### src/rtl/uart_alu_pkg.sv
// Shared definitions for the UART ALU command path (receiver parser and
// transmit-side framer): opcodes, frame header geometry and framer states.
package uart_alu_pkg;

    // Opcode understood by the receiver: echo the payload back.
    localparam logic [7:0] OP_ECHO = 8'hEC;

    // Every frame starts with opcode, reserved byte, length LSB, length MSB.
    localparam int HEADER_BYTES = 4;

    // Framer states, each named for the next byte to be loaded into the slot.
    typedef enum logic [2:0] {
        TX_IDLE    = 3'd0,
        TX_RSVD    = 3'd1,
        TX_LENL    = 3'd2,
        TX_LENM    = 3'd3,
        TX_PAYLOAD = 3'd4
    } tx_state_e;

    // Number of payload bytes carried by a frame whose total length is len.
    // Lengths shorter than the header are legal and carry no payload.
    function automatic logic [15:0] payload_count(input logic [15:0] len);
        logic [15:0] cnt;
        if (len > 16'(HEADER_BYTES)) begin
            cnt = len - 16'(HEADER_BYTES);
        end else begin
            cnt = 16'h0000;
        end
        return cnt;
    endfunction

endpackage

### src/rtl/uart_byte_slot.sv
// One-entry valid/ready output register. The owner loads a byte only when
// free_o is high; valid_o/data_o come straight from flops and data_o is held
// stable while the downstream stalls.
module uart_byte_slot (
    input  logic       clk_i,
    input  logic       reset_ni,
    input  logic       load_i,
    input  logic [7:0] load_data_i,
    input  logic       ready_i,
    output logic       valid_o,
    output logic [7:0] data_o,
    output logic       free_o
);

    logic       valid_d, valid_q;
    logic [7:0] data_d,  data_q;

    // Slot can take a new byte when empty or when its byte leaves this cycle.
    always_comb begin
        free_o = !valid_q || ready_i;
    end

    // Next slot contents: load wins, otherwise drain on ready, otherwise hold.
    always_comb begin
        valid_d = valid_q;
        data_d  = data_q;
        if (load_i) begin
            valid_d = 1'b1;
            data_d  = load_data_i;
        end else if (ready_i) begin
            valid_d = 1'b0;
        end else begin
            valid_d = valid_q;
            data_d  = data_q;
        end
    end

    // Slot registers with synchronous active-low reset.
    always_ff @(posedge clk_i) begin
        if (!reset_ni) begin
            valid_q <= 1'b0;
            data_q  <= 8'h00;
        end else begin
            valid_q <= valid_d;
            data_q  <= data_d;
        end
    end

    assign valid_o = valid_q;
    assign data_o  = data_q;

endmodule

### src/rtl/uart_alu_tx_framer.sv
// Transmit-side frame builder: turns one command descriptor plus a payload
// byte stream into opcode, reserved, len LSB, len MSB, payload... on a
// valid/ready byte stream towards the UART transmitter.
module uart_alu_tx_framer
    import uart_alu_pkg::*;
#(
    parameter logic [7:0] RESERVED_BYTE = 8'h00
) (
    input  logic        clk_i,
    input  logic        reset_ni,
    input  logic        cmd_valid_i,
    input  logic [7:0]  cmd_opcode_i,
    input  logic [15:0] cmd_len_i,
    output logic        cmd_ready_o,
    input  logic        pl_valid_i,
    input  logic [7:0]  pl_data_i,
    output logic        pl_ready_o,
    input  logic        ready_i,
    output logic        valid_o,
    output logic [7:0]  data_o,
    output logic        busy_o
);

    tx_state_e   state_d, state_q;
    logic [15:0] len_d,   len_q;
    logic [15:0] cnt_d,   cnt_q;
    logic        slot_free_s;
    logic        load_s;
    logic [7:0]  load_data_s;
    logic        cmd_fire_s;
    logic        pl_fire_s;

    uart_byte_slot u_slot (
        .clk_i       (clk_i),
        .reset_ni    (reset_ni),
        .load_i      (load_s),
        .load_data_i (load_data_s),
        .ready_i     (ready_i),
        .valid_o     (valid_o),
        .data_o      (data_o),
        .free_o      (slot_free_s)
    );

    // Handshake outputs and busy flag; ready only in the state that consumes
    // that input, and never while reset is being applied.
    always_comb begin
        cmd_ready_o = reset_ni && (state_q == TX_IDLE) && slot_free_s;
        pl_ready_o  = reset_ni && (state_q == TX_PAYLOAD) && slot_free_s;
        busy_o      = (state_q != TX_IDLE) || valid_o;
        cmd_fire_s  = cmd_valid_i && cmd_ready_o;
        pl_fire_s   = pl_valid_i && pl_ready_o;
    end

    // Next-state logic: pick the byte to load and advance through the frame.
    always_comb begin
        state_d     = state_q;
        len_d       = len_q;
        cnt_d       = cnt_q;
        load_s      = 1'b0;
        load_data_s = 8'h00;
        case (state_q)
            TX_IDLE: begin
                if (cmd_fire_s) begin
                    load_s      = 1'b1;
                    load_data_s = cmd_opcode_i;
                    len_d       = cmd_len_i;
                    cnt_d       = payload_count(cmd_len_i);
                    state_d     = TX_RSVD;
                end else begin
                    state_d = TX_IDLE;
                end
            end
            TX_RSVD: begin
                if (slot_free_s) begin
                    load_s      = 1'b1;
                    load_data_s = RESERVED_BYTE;
                    state_d     = TX_LENL;
                end else begin
                    state_d = TX_RSVD;
                end
            end
            TX_LENL: begin
                if (slot_free_s) begin
                    load_s      = 1'b1;
                    load_data_s = len_q[7:0];
                    state_d     = TX_LENM;
                end else begin
                    state_d = TX_LENL;
                end
            end
            TX_LENM: begin
                if (slot_free_s) begin
                    load_s      = 1'b1;
                    load_data_s = len_q[15:8];
                    state_d     = (cnt_q != 16'h0000) ? TX_PAYLOAD : TX_IDLE;
                end else begin
                    state_d = TX_LENM;
                end
            end
            TX_PAYLOAD: begin
                // Leaving at count 1 means the counter never wraps below zero.
                if (pl_fire_s) begin
                    load_s      = 1'b1;
                    load_data_s = pl_data_i;
                    cnt_d       = cnt_q - 16'd1;
                    state_d     = (cnt_q == 16'd1) ? TX_IDLE : TX_PAYLOAD;
                end else begin
                    state_d = TX_PAYLOAD;
                end
            end
            default: begin
                state_d = TX_IDLE;
                cnt_d   = 16'h0000;
            end
        endcase
    end

    // State, latched length and remaining-payload counter registers.
    always_ff @(posedge clk_i) begin
        if (!reset_ni) begin
            state_q <= TX_IDLE;
            len_q   <= 16'h0000;
            cnt_q   <= 16'h0000;
        end else begin
            state_q <= state_d;
            len_q   <= len_d;
            cnt_q   <= cnt_d;
        end
    end

endmodule

### config.mk
export PLATFORM = sky130hd
export DESIGN_NAME = uart_alu_tx_framer
export DESIGN_NICKNAME = d
export VERILOG_FILES = /design/src/rtl/uart_alu_pkg.sv /design/src/rtl/uart_byte_slot.sv /design/src/rtl/uart_alu_tx_framer.sv
export SDC_FILE = /design/constraint.sdc
export NUM_CORES = 1
export LEC_CHECK = 0
export CAP_MARGIN = 25
export CORE_UTILIZATION = 45
export DETAILED_ROUTE_END_ITERATION = 6
export PLACE_DENSITY = 0.71
export SYNTH_ARGS = -nofsm -noshare
export SYNTH_HDL_FRONTEND = slang
export SYNTH_HIERARCHICAL = 1
export SYNTH_SLANG_ARGS = --single-unit
### constraint.sdc
create_clock -name clk_i -period 4.2 [get_ports clk_i]
set_input_delay 0.42 -clock clk_i [delete_from_list [all_inputs] [get_ports clk_i]]
set_output_delay 0.42 -clock clk_i [all_outputs]
set_load 0.05 [all_outputs]
# Word-level counts from Yosys, hierarchy flattened
# Index checks and enable logic that the tools add are counted.
op_classes:
  n_addsub: 2
  bitwise: 1
  reduce_logical: 16
  n_lt_le_gt_ge: 1
  n_mux: 23
  n_eq_ne: 7
op_table:
  columns: ["op", "n"]
  rows:
  - ["$mux W16", 3]
  - ["$pmux W16 S3", 1]
  - ["$mux W8", 4]
  - ["$pmux W8 S4", 1]
  - ["$eq A16 B1 Y1 const B", 1]
  - ["$gt A16 B3 Y1 const B", 1]
  - ["$reduce_bool A16 Y1", 1]
  - ["$sub A16 B1 Y16 const B", 1]
  - ["$sub A16 B3 Y16 const B", 1]
  - ["$pmux W3 S5", 1]
  - ["$mux W3", 4]
  - ["$mux W1", 7]
  - ["$eq A3 B2 Y1 const B", 2]
  - ["$logic_and A1 B1 Y1", 6]
  - ["$ne A2 B2 Y1 const B", 2]
  - ["$eq A3 B1 Y1 const B", 1]
  - ["$eq A3 B3 Y1 const B", 1]
  - ["$logic_not A3 Y1", 1]
  - ["$pmux W1 S3", 1]
  - ["$reduce_and A3 Y1", 1]
  - ["$reduce_bool A3 Y1", 1]
  - ["$reduce_or A3 Y1", 1]
  - ["$logic_or A1 B1 Y1", 2]
  - ["$mux W2", 1]
  - ["4 further kinds", 4]
totals:
  word_cells: 55
  reg_bits: 44
  input_bits: 37
  out_inout_bits: 12

# Longest topological paths before layout
# Gate-level depths: netlist of run 1.
depth:
  ltp_word: 7
  depth_mapped: 10
  mapped_depth_nobuf: 7

# Hierarchy
# Netlist of run 1, hierarchy kept.
by_module_without_submodules:
  columns: ["mod", "seq_area_each_um2", "instances", "area_per_inst_um2", "cells_each"]
  rows:
  - ["uart_alu_tx_framer", 700.7, 1, 2217.1, 288]
  - ["uart_byte_slot", 180.2, 1, 339.1, 29]

# Worst setup path before layout of run 1
# OpenSTA, ideal clock, no wires.
synth_path:
  path_kind: "reg2out"
  from: "register u_slot.valid_q, in the netlist u_slot/valid_o"
  to: "output cmd_ready_o"
  path_stages_with_launch: 5
  slack_ps: 1835
  arrival_time_ps: 1945
  required_ps: 3780
  n_path_buf: 1
  path_cell_list: "dfxtp_1 nand2b_1 buf_6 nand3b_1 nor3_1"
synth_between:
  elab_chain_cells: 3
synth_rtl:
  columns: ["item", "line_no", "source"]
  rows:
  - ["start, declared", "uart_byte_slot.sv:15", "logic valid_d, valid_q;"]
  - ["start signal, assigned", "uart_byte_slot.sv:44", "valid_q <= valid_d;"]
  - ["$logic_not A1 Y1", "uart_byte_slot.sv:20", "free_o = !valid_q || ready_i;"]
  - ["$logic_or A1 B1 Y1", "uart_byte_slot.sv:20", null]
  - ["via slot_free_s", "uart_alu_tx_framer.sv:27", "logic slot_free_s;"]
  - ["$logic_and A1 B1 Y1", "uart_alu_tx_framer.sv:47", "cmd_ready_o = reset_ni && (state_q == TX_IDLE) && slot_free_s;"]
  - ["end, declared", "uart_alu_tx_framer.sv:14", "output logic cmd_ready_o,"]
# The timed path passes the listed nets, and every way through them passes these cells.

# Worst setup path in the final report of run 1
layout_path:
  from: "register state_q[0]"
  to: "output pl_ready_o"
layout_between:
  elab_chain_cells: 3
layout_rtl:
  columns: ["item", "line_no", "source"]
  rows:
  - ["start, declared", "uart_alu_tx_framer.sv:24", "tx_state_e state_d, state_q;"]
  - ["start signal, assigned", "uart_alu_tx_framer.sv:125", "state_q <= state_d;"]
  - ["$eq A3 B3 Y1", "uart_alu_tx_framer.sv:48", "pl_ready_o = reset_ni && (state_q == TX_PAYLOAD) && slot_free_s;"]
  - ["$logic_and A1 B1 Y1 (2 in series)", "uart_alu_tx_framer.sv:48", null]
  - ["end, declared", "uart_alu_tx_framer.sv:17", "output logic pl_ready_o,"]
# No other way between the ends.

==> results of run 1 <==
[critical path: cells and delay by family (launching register included)]
kind          cells  cell delay (ps)
buf+inv           1              810
flops             1              560
simple gates      2              800
[layout by cell type, fill, tap and decap left out, types with 2 or more instances in the layout]
master	instances
sky130_fd_sc_hd__a211oi_1	3
sky130_fd_sc_hd__a21oi_1	24
sky130_fd_sc_hd__a22oi_1	11
sky130_fd_sc_hd__a31oi_1	2
sky130_fd_sc_hd__buf_4	3
sky130_fd_sc_hd__clkbuf_8	5
sky130_fd_sc_hd__clkdlybuf4s50_1	48
sky130_fd_sc_hd__dfxtp_1	44
sky130_fd_sc_hd__ha_1	4
sky130_fd_sc_hd__inv_1	12
sky130_fd_sc_hd__mux2i_1	16
sky130_fd_sc_hd__nand2_1	42
sky130_fd_sc_hd__nand2b_1	6
sky130_fd_sc_hd__nand3_1	5
sky130_fd_sc_hd__nand3b_1	2
sky130_fd_sc_hd__nor2_1	16
sky130_fd_sc_hd__nor2b_1	10
sky130_fd_sc_hd__nor3_1	13
sky130_fd_sc_hd__nor4_1	4
sky130_fd_sc_hd__o211a_1	3
sky130_fd_sc_hd__o211ai_1	4
sky130_fd_sc_hd__o21ai_0	29
sky130_fd_sc_hd__o221ai_1	7
sky130_fd_sc_hd__o22ai_1	3
sky130_fd_sc_hd__or2_2	3
sky130_fd_sc_hd__or3b_1	2
sky130_fd_sc_hd__or4_1	5
sky130_fd_sc_hd__or4_4	3
sky130_fd_sc_hd__xnor2_1	8
sky130_fd_sc_hd__xor2_1	5
[routing by layer]
layer	part of all wire, %	wire, um
met5	0	0
met4	0.80	51
met3	5.8	368
met2	48	3070
met1	45	2850
[final cells by class]
| cell class | count | area [um^2] |
|---|---|---|
| Multi-Input combinational cell | 243 | 1520 |
| Tap cell | 72 | 90.1 |
| Timing Repair Buffer | 51 | 503 |
| Sequential cell | 44 | 881 |
| Clock buffer | 6 | 72.6 |
| Clock inverter | 2 | 35.0 |
| Fill cell | 522 | 2360 |
| Inverter | 12 | 45.0 |
[where the power goes]
| part | internal (uW) | total, uW | leakage, uW | switching (uW) |
|---|---|---|---|---|
| logic | 180 | 433 | 0.000695 | 253 |
| registers | 462 | 511 | 0.000359 | 49.0 |
| clock network | 177 | 319 | 0.0000552 | 142 |
| total | 819 | 1260 | 0.00111 | 444 |
[stage by stage]
stage / area (um^2) / utilization [%] / hold WS, ps
floorplan: 2560 / - / 430
global placement: 3040 / 55.1 / 441
detailed placement: 3040 / 55.1 / 446
CTS: 3140 / 57.1 / 458
global route: 3140 / 57.1 / 470
finish: 3140 / 57.1 / 456
[state kept, by name (all words and copies together) (netlist names)]
name	cells
cnt_q	16
len_q	16
u_slot/data_o	8
state_q	3
u_slot/valid_o	1
[path summary, 6_finish.rpt]
check                         start                            end  slack, ps  cells past startpoint
max           state_q[0]$_SDFF_PN0_                     pl_ready_o       1320                      3
max reg2reg   state_q[0]$_SDFF_PN0_  u_slot/data_o[2]$_SDFFE_PN0P_       1620                      5
min reg2reg  len_q[13]$_SDFFE_PN0P_         len_q[13]$_SDFFE_PN0P_        460                      2
min          len_q[13]$_SDFFE_PN0P_         len_q[13]$_SDFFE_PN0P_        460                      2
[kinds of logic (layout without fill, tap and decap cells)]
family	Yosys count	count (layout)
muxes	16	16
and+or+nand+nor	118	118
buffers and inverters	30	71
xor gates and xnor gates	13	13
DFF	44	44
AOI/OAI and AO/OA	92	92
adders and majority gates	4	4
==> flow_results.xml, run 1 <==
<?xml version="1.0" encoding="UTF-8"?>
<metrics>
  <group name="drt">
    <metric name="wl" unit="mm">6.34</metric>
    <metric name="route.vias.total" unit="">2434</metric>
    <metric name="drt.antenna.violating_nets" unit="">0</metric>
    <metric name="detail_route.vias_per_cell" unit="">5.66</metric>
    <metric name="detail_route.wl_per_cell" unit="um">14.7</metric>
    <metric name="drt-pass1-iter-count" unit="">5</metric>
    <metric name="drc_errors" unit="">0</metric>
    <metric name="drt_iter0_drc" unit="">244</metric>
  </group>
  <group name="critical_path">
    <metric name="worstSetupPathType" unit="">flop to primary output</metric>
    <metric name="cp_max_fo" unit="">18</metric>
    <metric name="start_kind" unit="">flop</metric>
    <metric name="crit_slowest_cell" unit="">sky130_fd_sc_hd__clkdlybuf4s50_1</metric>
    <metric name="critical_path.cell_chain" unit="">or3b_1 &gt; nor2_1 &gt; clkdlybuf4s50_1</metric>
    <metric name="max_stage_delay" unit="ps">810</metric>
    <metric name="critical_path.endpoint_type" unit="">primary output</metric>
    <metric name="arrival" unit="ps">2460</metric>
    <metric name="worst-endpoint-required" unit="ps">3780</metric>
  </group>
  <group name="layout">
    <metric name="antennaDiodeCount" unit="">0</metric>
    <metric name="areaGrowthSynthToFinish" unit="%">23.0</metric>
    <metric name="final_cell_count_no_fill" unit="">430</metric>
    <metric name="finalNetCount" unit="">398</metric>
    <metric name="layout-drive-gt1-share" unit="%">6.15</metric>
  </group>
  <group name="floorplan">
    <metric name="coreArea" unit="mm^2">0.00551</metric>
    <metric name="design.die.area" unit="mm^2">0.00599</metric>
    <metric name="floorplan.die.height" unit="um">77.4</metric>
    <metric name="effective_utilization_at_floorplan" unit="%">46.4</metric>
    <metric name="die_width" unit="um">77.4</metric>
    <metric name="std_cell_rows" unit="">27</metric>
    <metric name="io-pin-count" unit="">49</metric>
  </group>
  <group name="cts">
    <metric name="root_buffer_cell" unit="">sky130_fd_sc_hd__clkbuf_8</metric>
    <metric name="ctsHoldBuffers" unit="">0</metric>
    <metric name="cts-root-to-sink-buffers" unit="">2</metric>
    <metric name="clk-insertion-delay-late" unit="ps">300</metric>
    <metric name="tritoncts_sink_count" unit="">44</metric>
    <metric name="cts.repair_timing.setup_buffer_count" unit="">0</metric>
    <metric name="post_cts.resized_instances" unit="">0</metric>
    <metric name="total_clock_buffers_created_by_cts" unit="">5</metric>
    <metric name="cts_tree" unit="">done</metric>
    <metric name="cts.htree.levels" unit="">2</metric>
    <metric name="clock_pin_slew_on_the_worst_setup_and_hold_paths" unit="ps">80</metric>
  </group>
  <group name="global_routing">
    <metric name="grt_most_used_layer" unit="">met2</metric>
    <metric name="grtUsageMet2" unit="%">38.1</metric>
    <metric name="number_of_antenna_violations_at_the_first_check_in_global_routing" unit="">0</metric>
    <metric name="grt_pass1_vias" unit="">2248</metric>
    <metric name="globalRouteMet3Util" unit="%">4.12</metric>
    <metric name="gr-total-overflow" unit="">0</metric>
    <metric name="all_layer_global_routing_usage" unit="%">22.5</metric>
    <metric name="grtUsageMet1" unit="%">29.0</metric>
    <metric name="grt_pass1_wl" unit="mm">10.6</metric>
    <metric name="maximum_number_of_pins_on_one_net_before_global_route_repair" unit="">21</metric>
  </group>
  <group name="placement">
    <metric name="numPortBuffers" unit="">48</metric>
    <metric name="pre_cts_slack" unit="ps">1270</metric>
    <metric name="detailed_placement_wirelength_estimate" unit="mm">4.77</metric>
    <metric name="final_weighted_congestion_in_routability_driven_placement" unit="">0.820</metric>
    <metric name="placed_cells_incl_taps" unit="">422</metric>
  </group>
  <group name="synth">
    <metric name="synth_xor_xnor_area_share" unit="%">4.45</metric>
    <metric name="synth-warning-count" unit="">6</metric>
    <metric name="synth.area.mux_share" unit="%">6.27</metric>
    <metric name="synth_simple_gate_area_share" unit="%">23.8</metric>
    <metric name="synth_cell_types" unit="">43</metric>
    <metric name="synth-adder-area-share" unit="%">1.96</metric>
    <metric name="synthesis.area" unit="mm^2">0.00256</metric>
    <metric name="syn-num-nets" unit="">358</metric>
    <metric name="synth.avg_cell_area" unit="um^2">8.06</metric>
    <metric name="synth-seq-area-share" unit="%">34.5</metric>
    <metric name="largest_family_of_logic_cells_by_synthesized_area" unit="">simple AND/OR/NAND/NOR gates</metric>
    <metric name="async_reset_ff_share" unit="%">0</metric>
    <metric name="postSynthRegisterBits" unit="">44</metric>
    <metric name="yosys_most_used_dff" unit="">sky130_fd_sc_hd__dfxtp_1</metric>
    <metric name="netlist.area_leader.share" unit="%">34.5</metric>
    <metric name="synth_top_cells_by_area" unit="">sky130_fd_sc_hd__dfxtp_1, sky130_fd_sc_hd__mux2i_1, sky130_fd_sc_hd__nand2_1</metric>
    <metric name="postSynthCellCount" unit="">317</metric>
    <metric name="synth_area_leader_cell" unit="">sky130_fd_sc_hd__dfxtp_1</metric>
    <metric name="synth-edff-count" unit="">0</metric>
    <metric name="list_of_most_frequent_post_synthesis_cells" unit="">sky130_fd_sc_hd__dfxtp_1, sky130_fd_sc_hd__nand2_1, sky130_fd_sc_hd__o21ai_0</metric>
    <metric name="synth_compound_area_share" unit="%">22.9</metric>
    <metric name="synthMostInstantiatedCell" unit="">sky130_fd_sc_hd__dfxtp_1</metric>
  </group>
  <group name="timing">
    <metric name="finalWorstSetupSlack" unit="ps">1320</metric>
    <metric name="max_slew.worst_pin.slew" unit="ps">896</metric>
    <metric name="rsz0062_at_grt" unit="">no</metric>
    <metric name="period_share" unit="%">68.6</metric>
    <metric name="final_report_max_slew_violation_count" unit="">0</metric>
    <metric name="layout_min_cycle_time" unit="ps">2880</metric>
    <metric name="max_freq" unit="GHz">0.347</metric>
    <metric name="final-setup-viol-count" unit="">0</metric>
    <metric name="hold_viol_final" unit="">0</metric>
    <metric name="fin_setup_tns" unit="ps">0</metric>
    <metric name="timing.slew.headroom" unit="%">40.1</metric>
    <metric name="clock_tree_skew_after_final_layout" unit="ps">8.05</metric>
  </group>
  <group name="pwr">
    <metric name="ir_drop" unit="uV">232</metric>
    <metric name="power.density_cell_area" unit="mW/mm^2">402</metric>
    <metric name="total_leakage_power" unit="uW">0.00111</metric>
    <metric name="total_power" unit="uW">1260</metric>
  </group>
  <group name="worst_hold_path">
    <metric name="timing.hold.worst.class" unit="">flop to flop</metric>
  </group>
  <group name="job">
    <metric name="cap_viol_max_count" unit="">0</metric>
  </group>
  <group name="run_status">
    <metric name="outcome" unit="">completed</metric>
  </group>
</metrics>
No activity file was read; power rests on OpenSTA's default activity.
==> run 2, diff against run 1 <==
==> constraint.sdc (replaced) <==
create_clock -name clk_i -period 2.8 [get_ports clk_i]
set_input_delay 0.28 -clock clk_i [delete_from_list [all_inputs] [get_ports clk_i]]
set_output_delay 0.28 -clock clk_i [all_outputs]
set_load 0.05 [all_outputs]
==> run 2 against run 1 <==
Against the previous run:
- clock skew fell by 1.9 ps
- count of clock-buffer cells in the layout rose by 2
- critical path depth rose by 2
- die area unchanged
- hold slack got worse by 0.81 ps
- register-to-register slack worse by 1200 ps
- core utilization is 0.95 points higher
- highest routed layer unchanged
==> flow_results.xml, run 2 (synthesized netlist as in run 1, its figures left out) <==
<?xml version="1.0" encoding="UTF-8"?>
<metrics>
  <group name="run_status">
    <metric name="outcome" unit="">completed</metric>
  </group>
  <group name="layout">
    <metric name="final_cell_count_no_fill" unit="">440</metric>
    <metric name="layout_common_cells" unit="">sky130_fd_sc_hd__clkdlybuf4s50_1, sky130_fd_sc_hd__dfxtp_1, sky130_fd_sc_hd__nand2_1</metric>
    <metric name="layout-drive-gt1-share" unit="%">8.97</metric>
    <metric name="final_core_utilization" unit="%">58.1</metric>
    <metric name="layout.cells.most_common" unit="">sky130_fd_sc_hd__clkdlybuf4s50_1</metric>
    <metric name="finalNetCount" unit="">408</metric>
    <metric name="areaGrowthSynthToFinish" unit="%">25.1</metric>
    <metric name="antennaDiodeCount" unit="">0</metric>
    <metric name="n_fill_cell" unit="">531</metric>
  </group>
  <group name="floorplan">
    <metric name="std_cell_rows" unit="">27</metric>
    <metric name="effective_utilization_at_floorplan" unit="%">46.4</metric>
    <metric name="floorplan.die.height" unit="um">77.4</metric>
    <metric name="coreArea" unit="mm^2">0.00551</metric>
    <metric name="io-pin-count" unit="">49</metric>
    <metric name="die_width" unit="um">77.4</metric>
    <metric name="design.die.area" unit="mm^2">0.00599</metric>
  </group>
  <group name="global_routing">
    <metric name="number_of_antenna_violations_at_the_first_check_in_global_routing" unit="">0</metric>
    <metric name="maximum_number_of_pins_on_one_net_before_global_route_repair" unit="">26</metric>
    <metric name="grt_pass1_vias" unit="">2355</metric>
    <metric name="all_layer_global_routing_usage" unit="%">23.4</metric>
    <metric name="gr-total-overflow" unit="">0</metric>
    <metric name="grt_pass1_wl" unit="mm">11.1</metric>
  </group>
  <group name="cts">
    <metric name="cts.repair_timing.setup_buffer_count" unit="">0</metric>
    <metric name="cts-root-to-sink-buffers" unit="">2</metric>
    <metric name="tritoncts_sink_count" unit="">44</metric>
    <metric name="clock_pin_slew_on_the_worst_setup_and_hold_paths" unit="ps">80</metric>
    <metric name="ctsHoldBuffers" unit="">0</metric>
    <metric name="clk-insertion-delay-late" unit="ps">290</metric>
    <metric name="post_cts.resized_instances" unit="">0</metric>
    <metric name="root_buffer_cell" unit="">sky130_fd_sc_hd__clkbuf_8</metric>
    <metric name="cts.htree.levels" unit="">2</metric>
    <metric name="total_clock_buffers_created_by_cts" unit="">5</metric>
    <metric name="cts_tree" unit="">done</metric>
  </group>
  <group name="worst_hold_path">
    <metric name="holdPathStages" unit="">2</metric>
    <metric name="timing.hold.worst.start" unit="">len_q[13]$_SDFFE_PN0P_</metric>
    <metric name="timing.hold.worst.class" unit="">flop to flop</metric>
  </group>
  <group name="timing">
    <metric name="hold-worst-slack" unit="ps">455</metric>
    <metric name="period_share" unit="%">86.0</metric>
    <metric name="hold_viol_final" unit="">0</metric>
    <metric name="fin_setup_tns" unit="ps">0</metric>
    <metric name="timing.slew.headroom" unit="%">57.3</metric>
    <metric name="final-setup-viol-count" unit="">0</metric>
    <metric name="max_freq" unit="GHz">0.415</metric>
    <metric name="final_report_max_slew_violation_count" unit="">0</metric>
    <metric name="clock_tree_skew_after_final_layout" unit="ps">6.11</metric>
    <metric name="rsz0062_at_grt" unit="">no</metric>
    <metric name="layout_min_cycle_time" unit="ps">2410</metric>
    <metric name="max_slew.worst_pin.slew" unit="ps">640</metric>
  </group>
  <group name="drt">
    <metric name="drc_errors" unit="">0</metric>
    <metric name="drt.antenna.violating_nets" unit="">0</metric>
    <metric name="wl" unit="mm">6.50</metric>
    <metric name="detail_route.vias_per_cell" unit="">5.57</metric>
    <metric name="drt-pass1-iter-count" unit="">4</metric>
    <metric name="drt_iter0_drc" unit="">159</metric>
    <metric name="route.vias.total" unit="">2452</metric>
    <metric name="detail_route.wl_per_cell" unit="um">14.8</metric>
  </group>
  <group name="placement">
    <metric name="detailed_placement_wirelength_estimate" unit="mm">4.85</metric>
    <metric name="final_weighted_congestion_in_routability_driven_placement" unit="">0.837</metric>
    <metric name="numPortBuffers" unit="">48</metric>
    <metric name="placed_cells_incl_taps" unit="">432</metric>
  </group>
  <group name="critical_path">
    <metric name="path_buf_inv" unit="">0</metric>
    <metric name="crit_slowest_cell" unit="">sky130_fd_sc_hd__or3b_1</metric>
    <metric name="worst-endpoint-required" unit="ps">2980</metric>
    <metric name="critical_path.endpoint_type" unit="">flop</metric>
    <metric name="launch_point_of_the_worst_path" unit="">state_q[1]$_SDFF_PN0_</metric>
    <metric name="arrival" unit="ps">2590</metric>
    <metric name="critical_path.cell_chain" unit="">or3b_1 &gt; or2_2 &gt; nand3_1 &gt; mux2i_1 &gt; nor2b_1</metric>
    <metric name="max_stage_delay" unit="ps">600</metric>
    <metric name="r2r.worst_path.cells" unit="">5</metric>
    <metric name="start_kind" unit="">flop</metric>
    <metric name="critical_path.reg2reg.startpoint" unit="">state_q[1]$_SDFF_PN0_</metric>
    <metric name="critical_path.top_delay_family" unit="">simple AND/OR/NAND/NOR gates</metric>
    <metric name="cp_num_cells" unit="">5</metric>
    <metric name="cp_max_fo" unit="">13</metric>
    <metric name="worstSetupPathType" unit="">flop to flop</metric>
  </group>
  <group name="pwr">
    <metric name="internal-power" unit="uW">1190</metric>
    <metric name="power.share.combinational" unit="%">37.3</metric>
    <metric name="total_power" unit="uW">1860</metric>
    <metric name="power.clock.fraction" unit="%">22.1</metric>
    <metric name="ir_drop" unit="uV">275</metric>
    <metric name="power.density_cell_area" unit="mW/mm^2">582</metric>
    <metric name="total_leakage_power" unit="uW">0.00115</metric>
    <metric name="p_seq_share" unit="%">40.6</metric>
    <metric name="power.switching" unit="uW">671</metric>
    <metric name="power.share.switching" unit="%">36.0</metric>
  </group>
  <group name="job">
    <metric name="cap_viol_max_count" unit="">0</metric>
  </group>
</metrics>
run 2: area by class of cell:
cell class / instances / area (um^2) / share of cell area [%]
Clock buffer: 8 / 90.1 / 2.82
Tap cell: 72 / 90.1 / 2.82
Multi-Input combinational cell: 243 / 1520 / 47.5
Inverter: 12 / 45.0 / 1.41
Timing Repair Buffer: 61 / 573 / 17.9
Sequential cell: 44 / 881 / 27.6
run 2: worst min-delay path, stage by stage (launching register included):
cell and delay (ps):
sky130_fd_sc_hd__dfxtp_1 310, sky130_fd_sc_hd__nand2_1 50, sky130_fd_sc_hd__a21oi_1 50
run 2: per-stage QoR:
stage / setup WS [ps] / area, um^2
2_1_floorplan: 560 / 2560
3_3_place_gp: 285 / 3110
3_5_place_dp: 246 / 3110
4_1_cts: 392 / 3200
5_1_grt: 223 / 3200
6_report: 393 / 3200
run 2: per-layer routing:
metal	global-route usage, %	share of wire, %	vias to the layer above
li1	-	-	1249
met1	28.4	45	1142
met2	40.7	50	53
met3	4.47	3.7	8
met4	9.06	1.5	0
met5	0	0	-
run 2: power by group through the flow:
stage	clock (uW)	sequential, uW	combinational, uW
floorplan	0	780	482
CTS	419	754	694
finish	412	756	695
global route	452	767	767
global placement	0	764	681
detailed placement	0	768	688
run 2: path summary, 6_finish.rpt:
check | to | slack, ps
setup / recovery | u_slot/data_o[1]$_SDFFE_PN0P_ | 390
hold / removal | len_q[13]$_SDFFE_PN0P_ | 450
setup reg to reg | u_slot/data_o[1]$_SDFFE_PN0P_ | 390
hold reg to reg | len_q[13]$_SDFFE_PN0P_ | 450
